==> config.mk <==
export PLATFORM = sky130hd
export DESIGN_NAME = tx_result_sequencer
export DESIGN_NICKNAME = d
export VERILOG_FILES = /design/src/rtl/uart_pkg.sv /design/src/rtl/tx_cycle_timer.sv /design/src/rtl/tx_result_sequencer.sv
export SDC_FILE = /design/constraint.sdc
export NUM_CORES = 1
export LEC_CHECK = 0
export BUFFER_PORTS_ARGS = -buffer_cell sky130_fd_sc_hd__clkbuf_2
export CAP_MARGIN = 20
export CORE_ASPECT_RATIO = 0.75
export CORE_MARGIN = 5
export CORE_UTILIZATION = 50
export CTS_BUF_LIST = sky130_fd_sc_hd__clkbuf_8
export CTS_CLUSTER_DIAMETER = 150
export CTS_CLUSTER_SIZE = 40
export DETAILED_ROUTE_END_ITERATION = 8
export GPL_ROUTABILITY_DRIVEN = 0
export GPL_TIMING_DRIVEN = 0
export PLACE_DENSITY = 0.86
export SYNTH_ARGS = -nofsm -noshare
export SYNTH_HDL_FRONTEND = slang
export SYNTH_SLANG_ARGS = --single-unit
==> constraint.sdc <==
create_clock -name clk -period 1.4 [get_ports clk]
set_input_delay 0.28 -clock clk [delete_from_list [all_inputs] [get_ports clk]]
set_output_delay 0.28 -clock clk [all_outputs]
set_load 0.01 [all_outputs]
==> src/rtl/uart_pkg.sv <==
// Shared types for the UART result path.
// Byte type, sequencer states and checksum seed.
package uart_pkg;

  typedef logic [7:0] byte_t;

  typedef enum logic [2:0] {
    IDLE,
    SEND,
    WAIT_ACK,
    WAIT_DONE,
    GAP,
    FINISH
  } tx_seq_state_t;

  localparam byte_t CHK_INIT = 8'h00;

endpackage

==> src/rtl/tx_cycle_timer.sv <==
// Clear/enable cycle counter with terminal-count compare.
// Saturates at all-ones instead of wrapping.
module tx_cycle_timer #(
  parameter int W = 4
) (
  input  logic         clk,
  input  logic         reset,
  input  logic         clr_i,
  input  logic         en_i,
  input  logic [W-1:0] tc_i,
  output logic         tc_o
);

  logic [W-1:0] cnt_q, cnt_d;

  // Next count: clear wins, otherwise count up while enabled until full.
  always_comb begin
    cnt_d = cnt_q;
    if (clr_i)
      cnt_d = '0;
    else if (en_i && (cnt_q != '1))
      cnt_d = cnt_q + 1'b1;
  end

  // Count register.
  always_ff @(posedge clk) begin
    if (reset)
      cnt_q <= '0;
    else
      cnt_q <= cnt_d;
  end

  assign tc_o = en_i && (cnt_q == tc_i);

endmodule

==> src/rtl/tx_result_sequencer.sv <==
// Sends the result word LSB byte first over the uart_tx handshake.
// Build option TX_CHECKSUM_EN appends an XOR checksum byte.
module tx_result_sequencer
  import uart_pkg::*;
#(
  parameter int NBYTES      = 2,
  parameter int GAP_CYCLES  = 16,
  parameter int ACK_TIMEOUT = 8
) (
  input  logic                clk,
  input  logic                reset,
  input  logic                trigger,
  input  logic [8*NBYTES-1:0] result,
  input  logic                tx_busy,
  output logic                tx_start,
  output logic [7:0]          tx_data,
  output logic                busy,
  output logic                done,
  output logic                error,
  output logic                trig_dropped
);

`ifdef TX_CHECKSUM_EN
  localparam int NTOT = NBYTES + 1;
`else
  localparam int NTOT = NBYTES;
`endif

  localparam int IW   = $clog2(NTOT + 1);
  localparam int TMAX = (GAP_CYCLES > ACK_TIMEOUT) ?
                        GAP_CYCLES : ACK_TIMEOUT;
  localparam int TW   = $clog2(TMAX + 1);

  localparam logic [IW-1:0] LAST   = IW'(NTOT - 1);
  localparam logic [TW-1:0] ACK_TC = TW'(ACK_TIMEOUT - 1);
  localparam logic [TW-1:0] GAP_TC =
    TW'((GAP_CYCLES > 0) ? GAP_CYCLES - 1 : 0);

  tx_seq_state_t       state_q, state_d;
  logic [8*NBYTES-1:0] shreg_q, shreg_d;
  logic [IW-1:0]       idx_q, idx_d;
  byte_t               data_q, data_d;

`ifdef TX_CHECKSUM_EN
  byte_t               chk_q, chk_d;
`endif

  logic                tmr_clr;
  logic                tmr_en;
  logic [TW-1:0]       tmr_tc;
  logic                tmr_hit;

  tx_cycle_timer #(
    .W (TW)
  ) u_timer (
    .clk   (clk),
    .reset (reset),
    .clr_i (tmr_clr),
    .en_i  (tmr_en),
    .tc_i  (tmr_tc),
    .tc_o  (tmr_hit)
  );

  // Next-state, datapath and timer control for the byte sequencer.
  always_comb begin
    state_d = state_q;
    shreg_d = shreg_q;
    idx_d   = idx_q;
    data_d  = data_q;
`ifdef TX_CHECKSUM_EN
    chk_d   = chk_q;
`endif
    tmr_clr = 1'b1;
    tmr_en  = 1'b0;
    tmr_tc  = ACK_TC;
    error   = 1'b0;

    unique case (state_q)
      IDLE: begin
        if (trigger) begin
          shreg_d = result;
          idx_d   = '0;
`ifdef TX_CHECKSUM_EN
          chk_d   = CHK_INIT;
`endif
          state_d = SEND;
        end
      end
      SEND: begin
        state_d = WAIT_ACK;
      end
      WAIT_ACK: begin
        tmr_clr = 1'b0;
        tmr_en  = 1'b1;
        tmr_tc  = ACK_TC;
        if (tx_busy) begin
          state_d = WAIT_DONE;
        end else if (tmr_hit) begin
          error   = 1'b1;
          state_d = IDLE;
        end
      end
      WAIT_DONE: begin
        if (!tx_busy) begin
          shreg_d = shreg_q >> 8;
          idx_d   = idx_q + 1'b1;
`ifdef TX_CHECKSUM_EN
          chk_d   = chk_q ^ shreg_q[7:0];
          if (idx_q == IW'(NBYTES - 1))
            shreg_d[7:0] = chk_d;
`endif
          if (idx_q == LAST)
            state_d = FINISH;
          else if (GAP_CYCLES == 0)
            state_d = SEND;
          else
            state_d = GAP;
        end
      end
      GAP: begin
        tmr_clr = 1'b0;
        tmr_en  = 1'b1;
        tmr_tc  = GAP_TC;
        if (tmr_hit)
          state_d = SEND;
      end
      FINISH: begin
        state_d = IDLE;
      end
      default: begin
        state_d = IDLE;
      end
    endcase

    if (state_d == SEND)
      data_d = shreg_d[7:0];
  end

  // State and datapath registers; reset abandons any transfer.
  always_ff @(posedge clk) begin
    if (reset) begin
      state_q <= IDLE;
      shreg_q <= '0;
      idx_q   <= '0;
      data_q  <= '0;
`ifdef TX_CHECKSUM_EN
      chk_q   <= CHK_INIT;
`endif
    end else begin
      state_q <= state_d;
      shreg_q <= shreg_d;
      idx_q   <= idx_d;
      data_q  <= data_d;
`ifdef TX_CHECKSUM_EN
      chk_q   <= chk_d;
`endif
    end
  end

  assign tx_start     = (state_q == SEND);
  assign tx_data      = data_q;
  assign busy         = (state_q != IDLE);
  assign done         = (state_q == FINISH);
  assign trig_dropped = trigger && busy;

endmodule

==> results of run 1 <==
-- layout make-up --
cell class	count	area, um^2	area share (%)
Multi-Input combinational cell	113	1160	44.2
Inverter	2	7.51	0.285
Clock inverter	2	8.76	0.332
Sequential cell	34	691	26.2
Buffer	14	151	5.74
Clock buffer	6	82.6	3.13
Timing Repair Buffer	62	483	18.3
Tap cell	38	47.5	1.80
-- sequential cells by signal, summed over array words and instances (netlist names) --
register       flops
u_timer.cnt_q      5
idx_q              2
shreg_q           16
tx_data            8
state_q            3
-- placed cells by master (no fill, tap or decap), types with 2 or more instances in the layout --
cell type   n
buf_8       5
inv_1       3
nand2b_1    2
nor3b_4     2
a211oi_1    8
buf_4      20
a311oi_2    8
dfxtp_2     5
a21oi_2    17
clkbuf_2   27
buf_6      16
xor2_1      2
a21oi_1     3
clkbuf_1    3
nor2_1      7
mux2i_1     2
clkbuf_8    6
xnor2_1     2
nand3_4    12
a22oi_2     7
dfxtp_1    28
nand2_1     8
or3_4       2
nand3_2     6
buf_2       2
-- power by group --
| part | leakage, nW | internal, mW | switching [mW] |
|---|---|---|---|
| combinational | 0.661 | 0.380 | 0.366 |
| sequential | 0.281 | 1.04 | 0.0595 |
| clock | 0.0524 | 0.389 | 0.375 |
-- worst min-delay path, stage by stage --
cell	delay (ns)
clkbuf_2	0.08
nand2_1	0.06
a21oi_2	0.05
-- metrics by stage --
stage          hold WS, ns  cells  area [um^2]
3_3_place_gp         0.454    233         1860
2_1_floorplan        0.416    163         1660
6_report             0.214    271         2640
4_1_cts              0.216    264         2430
3_5_place_dp         0.467    233         1860
5_1_grt              0.215    271         2640
-- logic make-up (layout without fill, tap and decap cells) --
family	count (synthesis)	in the layout	share of synthesized area (%)
multiplexers	2	2	1.26
AND/OR/NAND/NOR	54	54	20.4
XOR/XNOR	4	4	2.20
AO/OA/AOI/OAI	49	50	23.8
adder cells (fa/ha/maj)	3	3	2.36
buffers and inverters	17	86	7.15
flip-flops	34	34	42.8
-- per-layer routing --
| metal | up-vias | GRT usage, % |
|---|---|---|
| met5 | - | 0 |
| met4 | 0 | 9.23 |
| met3 | 24 | 8.36 |
| met2 | 88 | 44.7 |
| met1 | 841 | 35.4 |
| li1 | 756 | - |
-- timing repair --
item | 4_1_cts | 5_1_grt
gates cloned | 3 | 1
buffers inserted | 21 | 7
endpoints found under the setup margin | 34 | 37
gates resized for setup | 66 | 37
pin swaps | 24 | 19
-- worst min path at each step --
stage                     start          end  depth (start not counted)  slack, ns
floorplan            result[10]  shreg_q[10]                          2       0.42
global placement    shreg_q[12]  shreg_q[12]                          2       0.45
detailed placement  shreg_q[10]  shreg_q[10]                          2       0.47
CTS                   result[9]   shreg_q[9]                          3       0.22
global route         result[10]  shreg_q[10]                          3       0.21
finish               result[14]  shreg_q[14]                          3       0.21
==> summary.md, run 1 <==
| Metric | Value |
|---|---|
| Outcome | finished, violations left |
| Failing checks | negative setup slack |
| Synth Instances | between 150 and 200 |
| Asr flop ratio synth | 0% |
| Routed length on met1 | roughly 2.5 mm |
| Boundary pin count | 33 |
| First-pass GRT wire length | between 8 and 9 mm |
| Crit-path most repeated cell | buf_4 |
| H-tree depth | 2 |
| DR vias/cell | roughly 6.3 |
| Synth top area share | around 43% |
| Num CTS Buffers | 5 |
| RSZ-0062 raised after global routing | yes |
| Root Buffer | clkbuf_8 |
| Count of cell types in the netlist | 38 |
| Cell area after technology mapping | 0.00159 mm^2 |
| Yosys warnings | 0 |
| Worst r2r path cells | 6 |
| Syn_area_per_cell | between 9 and 10 um^2 |
| Slowest cell on the critical path | nor4bb_1 |
| CTS tree | done |
| Core ar. | roughly 0.003 mm^2 |
| DR pass1 iterations | 4 |
| Maxcap violations | 0 |
| Min Tclk post-route | a little over 2 ns |
| Setup TNS | -11.39 ns |
| Post-Syn Nets | 186 |
| Worst setup SP type | flop |
| Total track usage | between 20% and 30% |
| Leak pwr | approximately 0.99 nW |
| Die height | just under 60 um |
| Ys flop type | dfxtp_1 |
| CTS Sinks | 34 |
| Highest metal used | met4 |
| Peak Freq | ~0.50 GHz |
| Top cells by count, synth | dfxtp_1, a21oi_1, nand3_1 |
| Slew HR | roughly half |
| Clock buffer depth | 2 |
| Nets | approximately 260 |
| Area Growth Syn to Fin | 65.6% |
| Worst path max stage delay | approximately 0.6 ns |
| Min-delay worst type | in2reg |
| WL/cell | ~22 um |
| Drt initial violations | between 150 and 200 |
| Clock Skew | 0.00887 ns |
| Worst slew pin tran | approximately 0.74 ns |
| CTS Hold Bufs | 0 |
| Crit. End Element | flop |
| Pin count of the biggest net entering global routing | 11 |
| Die Wd | between 70 and 80 um |
| Std-Cell Rows | 17 |
| Post-synthesis sequential area ratio | between 40% and 50% |
| Routed wire length on met2 | 2.84 mm |
| Fill cell count | roughly 130 |
| Setup WS pre-CTS | -0.285 ns |
| Pwr/cell area | around 1000 mW/mm^2 |
| Synth area leader | dfxtp_1 |
| Number of max-slew violations in the final report | 0 |
| Cell family with most CP delay | simple AND/OR/NAND/NOR gates |
| Setup Crit Path Kind | reg2reg |
| Clk slew on worst S/H paths | ~0.070 ns |
| DIE AREA | 0.00442 mm^2 |
| CP bufs+invs | 3 |
| Share of cells above drive strength 1 | about two thirds |
| Post-detail-place hpwl | about 2.8 mm |
| Post-route ant nets | 0 |
| Maximum vdd drop | 1.10 mV |
| Cell with the most instances after synthesis | dfxtp_1 |
| R2R setup slack | -0.62 ns |
| Port Buffer Count | 32 |
| Initial core utilization | around 53% |
| Congestion Overflow GR | 0 |
| R2R Path Start | state_q[2] |
| DRC errors left | 0 |
| Worst-Skew Late Latency | around 0.3 ns |
| Final worst slack | -0.616 ns |
| Core Util, Final | 87.9% |
| Crit path arrival time | about 2.2 ns |
| Vias in the first global route | 1,734 |
| DR WL met3 | around 540 um |
| Data required, critical path | ~1.6 ns |
| #FFs+latches synth | 34 |
| Worst Setup SP | state_q[2] |
| WL final | between 6 and 7 mm |
| Crit-path cells | buf_6, buf_4, nor4bb_1, buf_4, a22oi_1, a311oi_2 |
| Tcrit/Tclk final | 144% |
| Critical path depth | 6 |
| Initial antenna violation count | 0 |
| Synth top area cells | dfxtp_1, a311oi_2, a21oi_1, nand3_1, buf_6 |
| Setup violations, final | 33 |
| Crit Reg-Reg Endpoint | tx_data[4] |
| Post-synth EDFFs | 0 |
| Crit Path Max Fanout | 9 |
| Via count | between 1,500 and 2,000 |
| CP endpoint | tx_data[4] |
| Ant. Diodes | 0 |
| Final Hold Viols | 0 |
| Total power | between 2 and 3 mW |
No activity file was read; power rests on OpenSTA's default activity.
==> run 2, diff against run 1 <==
CORE_UTILIZATION = 48   (was 50)
CTS_BUF_LIST = unset   (was sky130_fd_sc_hd__clkbuf_8)
PLACE_DENSITY = 0.83   (was 0.86)
==> summary.md, run 2 (synthesis gave the netlist of run 1 again) <==
| Metric | Value |
|---|---|
| Min-delay worst type | in2reg |
| Crit Path Max Fanout | 6 |
| Port Buffer Count | 32 |
| Initial core utilization | between 40 and 50% |
| Part of the power in registers | about 43% |
| Outcome | finished, violations left |
| Crit-path cells | buf_6, or4b_4, buf_8, clkbuf_16, nand3_2, a21oi_2 |
| Clk slew on worst S/H paths | 0.07 ns |
| Internal power | about 1.8 mW |
| Drt initial violations | 155 |
| Die Wd | 76.5 um |
| Worst setup SP type | flop |
| Crit path arrival time | ~1.8 ns |
| Pin count of the biggest net entering global routing | 11 |
| Clock Skew | around 0.0057 ns |
| Pwr/cell area | about 1000 mW/mm^2 |
| Clock power share | between 30 and 40% |
| Worst-Skew Late Latency | around 0.3 ns |
| Setup violations, final | 32 |
| Crit Reg-Reg Endpoint | shreg_q[12] |
| Num CTS Buffers | 5 |
| P_sw | between 700 and 800 uW |
| H-tree depth | 2 |
| Area Growth Syn to Fin | 59.1% |
| Largest register FFs | 16 |
| Clock buffer depth | 2 |
| CTS Sinks | 34 |
| First-pass GRT wire length | approximately 7 mm |
| CTS tree | done |
| Peak Freq | around 0.6 GHz |
| Post-route ant nets | 0 |
| DIE AREA | ~0.0046 mm^2 |
| Worst Hold Launch | result[13] |
| Slowest cell on the critical path | or4b_4 |
| Sw frac | between 20% and 30% |
| Commonest cells after routing, fill and taps aside | dfxtp_1, clkbuf_2, buf_4 |
| Min Tclk post-route | 1.66 ns |
| CP endpoint | shreg_q[12] |
| Setup Crit Path Kind | reg2reg |
| Vias in the first global route | 1,509 |
| Tcrit/Tclk final | 119% |
| Post-detail-place hpwl | between 2 and 3 mm |
| Via count | ~1,600 |
| Maximum vdd drop | 0.884 mV |
| Worst path max stage delay | approximately 0.56 ns |
| Core ar. | between 0.003 and 0.004 mm^2 |
| Die height | approximately 60 um |
| Share of cells above drive strength 1 | ~65% |
| Boundary pin count | 33 |
| Failing checks | negative setup slack |
| Hold_ws | 0.223 ns |
| Worst Setup SP | state_q[0] |
| Slew HR | 51.1% |
| Std-Cell Rows | 18 |
| DRC errors left | 0 |
| Final worst slack | -0.265 ns |
| DR pass1 iterations | 4 |
| Largest Register | shreg_q |
| Total power | 2.52 mW |
| RSZ-0062 raised after global routing | yes |
| Worst slew pin tran | ~0.73 ns |
| Initial antenna violation count | 0 |
| WL/cell | around 21 um |
| Crit. End Element | flop |
| Total track usage | between 20% and 30% |
| R2R Path Start | state_q[0] |
| Maxcap violations | 0 |
| Leak pwr | between 0.9 and 1 nW |
| Comb pwr share | around a quarter |
| R2R setup slack | -0.26 ns |
| Ant. Diodes | 0 |
| Root Buffer | clkbuf_8 |
| DR vias/cell | 6.06 |
| Number of max-slew violations in the final report | 0 |
| Nets | 250 |
| Congestion Overflow GR | 0 |
| Final Hold Viols | 0 |
| Data required, critical path | around 1.6 ns |
| Worst r2r path cells | 6 |
| WL final | around 5.5 mm |
## run 2: power by group through the flow
stage | sequential [mW] | clock (mW) | combinational (mW)
3_5_place_dp | 1.10 | 0 | 0.421
2_1_floorplan | 1.10 | 0 | 0.287
4_1_cts | 1.08 | 0.751 | 0.547
6_report | 1.09 | 0.764 | 0.668
5_1_grt | 1.09 | 0.799 | 0.705
3_3_place_gp | 1.10 | 0 | 0.411
## run 2: worst min path at each step
stage / depth (start not counted) / endpoint
floorplan: 2 / shreg_q[10]
global placement: 2 / shreg_q[12]
detailed placement: 2 / shreg_q[12]
CTS: 3 / shreg_q[10]
global route: 3 / shreg_q[14]
finish: 3 / shreg_q[13]
## run 2: area by class of cell
type / instances / area [um^2]
clock inverters: 1 / 5.00
multi-input cells: 113 / 1120
well taps: 40 / 50.0
repair buffers: 58 / 447
clock buffers: 7 / 86.3
plain buffers: 13 / 128
flip-flops and latches: 34 / 692
fillers: 189 / 711
inverters: 2 / 7.51
## run 2: per-layer routing
layer / track usage, % / up-vias / wire (um)
li1: - / 741 / -
met1: 25.7 / 802 / 2350
met2: 32.0 / 72 / 2680
met3: 6.93 / 8 / 423
met4: 7.23 / 0 / 86
met5: 0 / - / 0
## run 2: what timing repair did
item                                   in CTS  in global routing
gates cloned                                1                  4
setup buffers                              16                  6
setup endpoints to repair                  34                 35
pin swaps                                   8                 16
endpoints found under the hold margin       0                  0
hold buffers                                0                  0
resized for setup                          38                 49
## run 2: worst max-delay path, delay by kind of cell (launching register included)
family,cells,cell delay [ns]
buffers and inverters,3,0.46
AOI/OAI and AO/OA,1,0.05
and+or+nand+nor,2,0.64
DFF,1,0.36
## run 2: through the flow
step	utilization, %	instances	setup slack (ns)	TNS (ns)	area (um^2)
6_report	78.1	268	-0.265	-5.38	2530
3_3_place_gp	57.5	235	-0.324	-5.33	1870
5_1_grt	78.1	268	-0.288	-6.64	2530
2_1_floorplan	-	163	-0.0387	-0.528	1660
4_1_cts	70.6	260	-0.252	-4.52	2290
3_5_place_dp	57.5	235	-0.305	-6.30	1870
==> run 3, diff against run 2 <==
CORE_ASPECT_RATIO = 0.9   (was 0.75)
==> summary.md, run 3 (synthesis gave the netlist of run 1 again) <==
| Metric | Value |
|---|---|
| Num CTS Buffers | 5 |
| Maximum vdd drop | about 0.81 mV |
| Crit Path Max Fanout | 4 |
| Slew HR | between 50% and 60% |
| Data required, critical path | about 1.1 ns |
| RSZ-0062 raised after global routing | yes |
| Die Wd | between 70 and 80 um |
| Port Buffer Count | 32 |
| Setup Crit Path Kind | reg2out |
| Clk slew on worst S/H paths | about 0.080 ns |
| Via count | roughly 1,700 |
| Min Tclk post-route | about 1.7 ns |
| CTS Hold Bufs | 0 |
| Worst-Skew Late Latency | 0.29 ns |
| Largest Register | shreg_q |
| Crit. End Element | primary output |
| Area of the multi-input gates | between 0.001 and 0.0015 mm^2 |
| Post-route ant nets | 0 |
| Number of max-slew violations in the final report | 0 |
| Tcrit/Tclk final | 119% |
| Fill cell count | about 180 |
| Leak pwr | about 0.99 nW |
| Pin count of the biggest net entering global routing | 12 |
| Final Hold Viols | 0 |
| Share of cells above drive strength 1 | around 62% |
| DIE AREA | approximately 0.0046 mm^2 |
| Min-delay worst type | in2reg |
| Initial antenna violation count | 0 |
| WL/cell | between 20 and 25 um |
| Setup violations, final | 38 |
| Largest register FFs | 16 |
| Worst slew pin tran | between 0.6 and 0.7 ns |
| Commonest cells after routing, fill and taps aside | dfxtp_1, clkbuf_2, buf_6 |
| Crit path arrival time | 1.39 ns |
| Maxcap violations | 0 |
| Total track usage | a little over a fifth |
| DR pass1 iterations | 4 |
| Area Growth Syn to Fin | 62.7% |
| Final worst slack | -0.271 ns |
| Pwr/cell area | 1120 mW/mm^2 |
| Boundary pin count | 33 |
| CTS tree | done |
| First-pass GRT wire length | between 7 and 8 mm |
| CTS Sinks | 34 |
| Ant. Diodes | 0 |
| Core Util, Final | between 80% and 90% |
| Worst setup SP type | flop |
| Initial core utilization | between 50% and 60% |
| DR vias/cell | about 6.1 |
| Std-Cell Rows | 19 |
| Die height | approximately 65 um |
| Total power | between 2 and 3 mW |
| Placed Instance Area | 0.00187 mm^2 |
| Non-Filler Instances | about 270 |
| Post-Place Cells | ~240 |
| Register area | approximately 690 um^2 |
| Failing checks | negative setup slack |
| Peak Freq | about 0.6 GHz |
| Clock Skew | 0.0121 ns |
| Post-detail-place hpwl | 2.57 mm |
| Nets | 253 |
| Setup WS pre-CTS | -0.271 ns |
| DRC errors left | 0 |
| Final instance area | ~0.0026 mm^2 |
| Leading cell type in the layout, fill and taps excluded | dfxtp_1 |
| WL final | around 5.5 mm |
| Vias in the first global route | 1,532 |
| Root Buffer | clkbuf_8 |
| Congestion Overflow GR | 0 |
| Core ar. | a little over 0.003 mm^2 |
| Drt initial violations | approximately 190 |
| Outcome | finished, violations left |
| Clock buffer depth | 2 |
| H-tree depth | 2 |
[run 3: layout make-up]
cell class                 instances  area share [%]
buffer                            13            4.88
clock buffer                       6            3.19
clock inverter                     2            2.32
inverter                           2           0.290
multi-input combinational        114            43.1
sequential                        34            26.6
tap                               42            2.03
timing repair buffer              60            17.6
[run 3: report_power, final]
group,switching (mW),total [mW],internal (mW)
clock,0.369,1.13,0.760
combinational,0.332,0.694,0.362
sequential,0.0510,1.09,1.04
total,0.752,2.91,2.16
[run 3: metal layers]
layer | wire length [um] | vias to the layer above | global-route usage (%)
met3 | 444 | 11 | 4.95
met2 | 2650 | 86 | 37.0
met1 | 2260 | 818 | 25.9
li1 | - | 753 | -
met5 | 0 | - | 0
met4 | 109 | 0 | 6.34
[run 3: final timing paths]
path	depth (start not counted)	from	slack, ns	end
setup / recovery	4	u_timer.cnt_q[4]	-0.27	error
hold / removal	3	result[10]	0.21	shreg_q[10]
setup reg to reg	5	state_q[0]	-0.22	tx_data[5]
hold reg to reg	2	shreg_q[12]	0.48	shreg_q[12]
[run 3: per-stage QoR]
stage | setup TNS, ns | hold WS, ns
global route | -7.06 | 0.216
detailed placement | -5.18 | 0.458
CTS | -3.94 | 0.205
global placement | -4.27 | 0.451
floorplan | -0.528 | 0.416
finish | -5.29 | 0.205
[run 3: worst max-delay path, cell delays in order, from the launching register on]
cell	delay, ns
dfxtp_1	0.39
nor2_2	0.16
nand3_1	0.11
nor4_2	0.27
buf_2	0.18
[run 3: repair_timing]
| action | 4_1_cts | 5_1_grt |
|---|---|---|
| setup buffers | 18 | 6 |
| resized for setup | 33 | 51 |
| endpoints found under the setup margin | 34 | 34 |
| cloned | 4 | 2 |
| pin swaps | 7 | 15 |
| endpoints found under the hold margin | 0 | 0 |
